<file path="config.mk">
export PLATFORM = sky130hd
export DESIGN_NAME = cellrv32_npu_count_ctrl
export DESIGN_NICKNAME = d
export VERILOG_FILES = /design/src/rtl/cellrv32_npu_count_ctrl.sv
export SDC_FILE = /design/constraint.sdc
export NUM_CORES = 1
export LEC_CHECK = 0
export ABC_AREA = 1
export CAP_MARGIN = 25
export CORE_MARGIN = 2
export CORE_UTILIZATION = 32
export DETAILED_ROUTE_END_ITERATION = 6
export SYNTH_ARGS = -nofsm -noshare
export SYNTH_HDL_FRONTEND = slang
export SYNTH_SLANG_ARGS = --single-unit
</file>
<file path="constraint.sdc">
create_clock -name clk_i -period 5.7 [get_ports clk_i]
set_input_delay 0.57 -clock clk_i [delete_from_list [all_inputs] [get_ports clk_i]]
set_output_delay 0.57 -clock clk_i [all_outputs]
set_load 0.01 [all_outputs]
</file>
<file path="src/rtl/cellrv32_npu_count_ctrl.sv">
// cellrv32_npu_count_ctrl: command sequencer driving the NPU counter; optional watchdog via CELLRV32_NPU_CNT_WATCHDOG_EN
module cellrv32_npu_count_ctrl #(
  parameter int COUNTER_WIDTH = 32,
  parameter int TIMEOUT_SLACK = 4
) (
  input  logic                     clk_i,
  input  logic                     rstn_i,
  input  logic                     cmd_valid_i,
  output logic                     cmd_ready_o,
  input  logic [COUNTER_WIDTH-1:0] cmd_len_i,
  input  logic                     abort_i,
  input  logic                     stall_i,
  output logic                     step_valid_o,
  output logic [COUNTER_WIDTH-1:0] step_idx_o,
  output logic                     done_o,
  output logic                     err_o,
  output logic                     cnt_rstn_o,
  output logic [COUNTER_WIDTH-1:0] cnt_end_val_o,
  output logic                     cnt_load_o,
  output logic                     cnt_enable_o,
  input  logic [COUNTER_WIDTH-1:0] cnt_val_i,
  input  logic                     cnt_event_i
);
`ifdef CELLRV32_NPU_CNT_WATCHDOG_EN
  localparam bit WD = 1'b1;
`else
  localparam bit WD = 1'b0;
`endif
  localparam int W = COUNTER_WIDTH;
  localparam int SLACK = WD ? TIMEOUT_SLACK : 0;
  typedef enum logic [2:0] {IDLE, CLR, LOAD, RUN, DONE} state_t;
  state_t st, nxt;
  logic [W-1:0] len_q;
  logic [W:0] iss;
  logic [W+1:0] lim;
  logic wd_trip, en_nxt, stp_nxt;
  assign cmd_ready_o = st == IDLE;
  // enables stop at len_q+1 (the counter needs one extra to raise its event), or run on through the slack window with the watchdog
  assign lim = {2'b00, len_q} + (W+2)'(SLACK + 1);
  assign wd_trip = WD && st == RUN && {1'b0, iss} == lim && !cnt_event_i;
  // next state plus the enable/step decisions that get registered into the outputs
  always_comb begin
    nxt = st;
    case (st)
      IDLE: nxt = cmd_valid_i ? ((cmd_len_i == '0) ? DONE : CLR) : IDLE;
      CLR: nxt = abort_i ? DONE : LOAD;
      LOAD: nxt = abort_i ? DONE : RUN;
      RUN: nxt = (abort_i || cnt_event_i || wd_trip) ? DONE : RUN;
      default: nxt = IDLE;
    endcase
    en_nxt = nxt == RUN && !stall_i && {1'b0, iss} < lim;
    stp_nxt = en_nxt && iss < {1'b0, len_q};
  end
  // state and registered outputs; the step index adds the enable the counter is consuming at this same edge
  always_ff @(posedge clk_i or negedge rstn_i) begin
    if (!rstn_i) begin
      st <= IDLE;
      len_q <= '0;
      iss <= '0;
      cnt_rstn_o <= 1'b0;
      cnt_end_val_o <= '1;
      cnt_load_o <= 1'b0;
      cnt_enable_o <= 1'b0;
      step_valid_o <= 1'b0;
      step_idx_o <= '0;
      done_o <= 1'b0;
      err_o <= 1'b0;
    end else begin
      st <= nxt;
      if (cmd_ready_o && cmd_valid_i) len_q <= cmd_len_i;
      iss <= nxt == LOAD ? '0 : iss + (W+1)'(en_nxt);
      cnt_rstn_o <= nxt != CLR;
      cnt_load_o <= nxt == LOAD;
      if (nxt == LOAD) cnt_end_val_o <= len_q - 1'b1;
      cnt_enable_o <= en_nxt;
      step_valid_o <= stp_nxt;
      if (stp_nxt) step_idx_o <= cnt_val_i + W'(cnt_enable_o);
      done_o <= nxt == DONE;
      err_o <= nxt == DONE && wd_trip && !abort_i;
    end
  end
endmodule
</file>
==> run_results.csv <==
group,metric,value,unit
cts,clkLatencyLatePin,0.44,ns
setup_path,cp_max_fo,8,
cts,cts.sinks,137,
die,io_pins,141,
setup_path,cp_slowest_cell,"dfrtp_1",
cts,cts_tree,"yes",
timing,skew,0.0191,ns
synth,ys_seq_elements,137,
setup_path,end_kind,"flip-flop",
global_routing,antenna_found_initial,0,
setup_path,worst_path_largest_cell_delay,0.54,ns
global_routing,grt_pass1_wl,46900,µm
timing,finalHoldViolCount,0,
synth,synth.net_count,1446,
timing,min_period,4.48,ns
synth,synth-warning-count,0,
place,globalplace.congestion,0.929,
detailed_routing,wl_per_cell,15.9,µm
setup_path,path_class,"flip-flop to flip-flop",
synth,synth_seq_area_share,36.1,%
synth,synth.top_cell.area_share,27.4,%
finish,final_nets,1577,
detailed_routing,drt-pass1-iter-count,5,
finish,final_cell_mix,"nand2_1, nor2_1, clkdlybuf4s50_1",
synth,synth_cell_types,44,
global_routing,grt_max_degree,97,
finish,layout_commonest_cell,"nand2_1",
timing,max_freq,0.223,GHz
setup_path,crit_top_cell,"nand2_1",
global_routing,grtUsageTotal,19.1,%
die,die_height,177,µm
timing,setup_viol,0,
pwr,p_leak,5.36,nW
run_status,outcome,"complete, no violations",
finish,final_cells,1841,
setup_path,cp-start-kind,"flip-flop",
synth,synth_top_cell_by_area,"dfrtp_1",
pwr,pwr_density_cell,416,nW/µm²
cts,clk_pin_slew,0.07,ns
detailed_routing,drtIter0Drc,515,
cts,clock-root-buffer,"clkbuf_16",
synth,avgSynthCellArea,7.35,µm²
timing,worst_slew_pin_slew,0.920,ns
timing,rsz0062_at_grt,"false",
detailed_routing,avgViaCountPerCell,4.93,
finish,drive_gt1_share,7.03,%
place,place_hpwl,22700,µm
timing,setup_ws,1.22,ns
place,dpl_cell_area,11400,µm²
place,dp_cells,1809,
detailed_routing,drtAntennaViolNets,0,
die,die_w,177,µm
detailed_routing,drc,0,
global_routing,grt.overflow.total,0,
setup_path,required,5.99,ns
setup_path,ff2ff_setup_slack,1.22,ns
finish,finalInstanceArea,12000,µm²
die,placementRows,63,
global_routing,grt_pass1_vias,8968,
cts,cts_resized,0,
synth,synth_area,9600,µm²
die,initial_core_util,32.5,%
timing,fin_setup_tns,0,ns
die,die_area,31400,µm²
cts,cts_buffer_depth,2,
place,portBuffers,139,
synth,synth.area.top_cells,"dfrtp_1, nand2_1, ha_1",
timing,relSlewSlack,38.7,%
synth,syn_inst,1307,
finish,area_delta_synth_final,24.5,%
cts,cts_setup_buffers,0,
run,drv_cap,0,
timing,period_share,78.6,%
cts,hold_buffers,0,
detailed_routing,via_count,9078,
die,core-area,29600,µm²
timing,slew_violations,0,
setup_path,crit_arrival,4.77,ns
finish,antennaDiodeCount,0,
cts,cts-buffers-inserted,17,
hold_path,hold_path.class,"input pin to async pin",
pwr,ir_drop,191,µV
place,dp_slack,1.20,ns
cts,htreeDepth,4,
detailed_routing,wl,29300,µm
## through the flow
stage                     util, %  hold slack (ns)  power [mW]
final                        40.4            0.214        4.97
after global routing         40.4            0.297        5.38
after CTS                    40.4            0.262        5.02
after detailed placement     38.4            0.456        3.85
after global placement       38.4            0.455        3.82
after floorplan                 -            0.274        2.92
## report_power, final
part	internal (mW)	switching, mW
registers	1.38	0.327
clock network	0.661	0.482
logic	0.880	1.24
## synthesized netlist by cell type (all sizes together)
library cell,count
xor2,78
nand4,34
clkbuf,19
nand3b,4
a21boi,1
a21oi,33
clkinv,2
inv,106
nor3b,1
conb,1
nor3,43
nand3,77
nand2b,1
buf,14
a21o,2
ha,69
nor2,185
o21ai,67
nor4,19
nor4b,1
o21a,4
dfstp,32
dfrtp,105
a31o,1
nand2,386
o22ai,1
xnor2,19
and2,2
## per-layer routing
metal / wire, µm / vias up / share of wire, % / GRT usage, %
met5: 0 / - / 0 / 0
met4: 669 / 0 / 2.3 / 5.92
met3: 1700 / 47 / 5.8 / 3.99
met2: 13800 / 290 / 47 / 32.6
met1: 13100 / 4224 / 45 / 24.1
li1: - / 4517 / - / -
## cell type report
class                   instances  area (µm²)
fillers                      3094       17600
multi-input cells            1029        5570
flip-flops and latches        137        3470
repair buffers                145        1440
well taps                     390         488
clock buffers                  19         443
inverters                     108         405
clock inverters                13         145
## logic make-up (layout without fill, tap and decap cells)
group,after synthesis,after routing,share of synthesized area [%]
buffers and inverters,141,285,6.01
flip-flops,137,137,36.1
AND/OR/NAND/NOR,753,753,34.0
other,1,1,0.0391
AO/OA/AOI/OAI,109,109,5.92
XOR/XNOR,97,97,8.93
adder cells (fa/ha/maj),69,69,8.99
## registers in the layout (all words and copies together) (netlist names), 3 cells and up
register       cells
iss               33
cnt_end_val_o     32
step_idx_o        32
len_q             32
st                 3
## critical path, delay by kind of cell, from the launching register on
family / cells / cell delay, ns
adders and majority gates: 4 / 0.89
buffers and inverters: 3 / 0.24
xor gates and xnor gates: 2 / 0.29
and+or+nand+nor: 22 / 2.36
DFF: 1 / 0.54
## worst paths after layout
| kind | startpoint | end | cells past startpoint |
|---|---|---|---|
| worst max-delay path | len_q[0] | iss[32] | 31 |
| worst min register to register | cnt_end_val_o[20] | cnt_end_val_o[20] | 2 |
| worst min-delay path | rstn_i | len_q[2] | 1 |
| worst max register to register | len_q[0] | iss[32] | 31 |
| min in group clk_i | cnt_end_val_o[20] | cnt_end_val_o[20] | 2 |
| max in group asynchronous | rstn_i | cnt_end_val_o[26] | 2 |
Power figures use the tool's default switching activity.
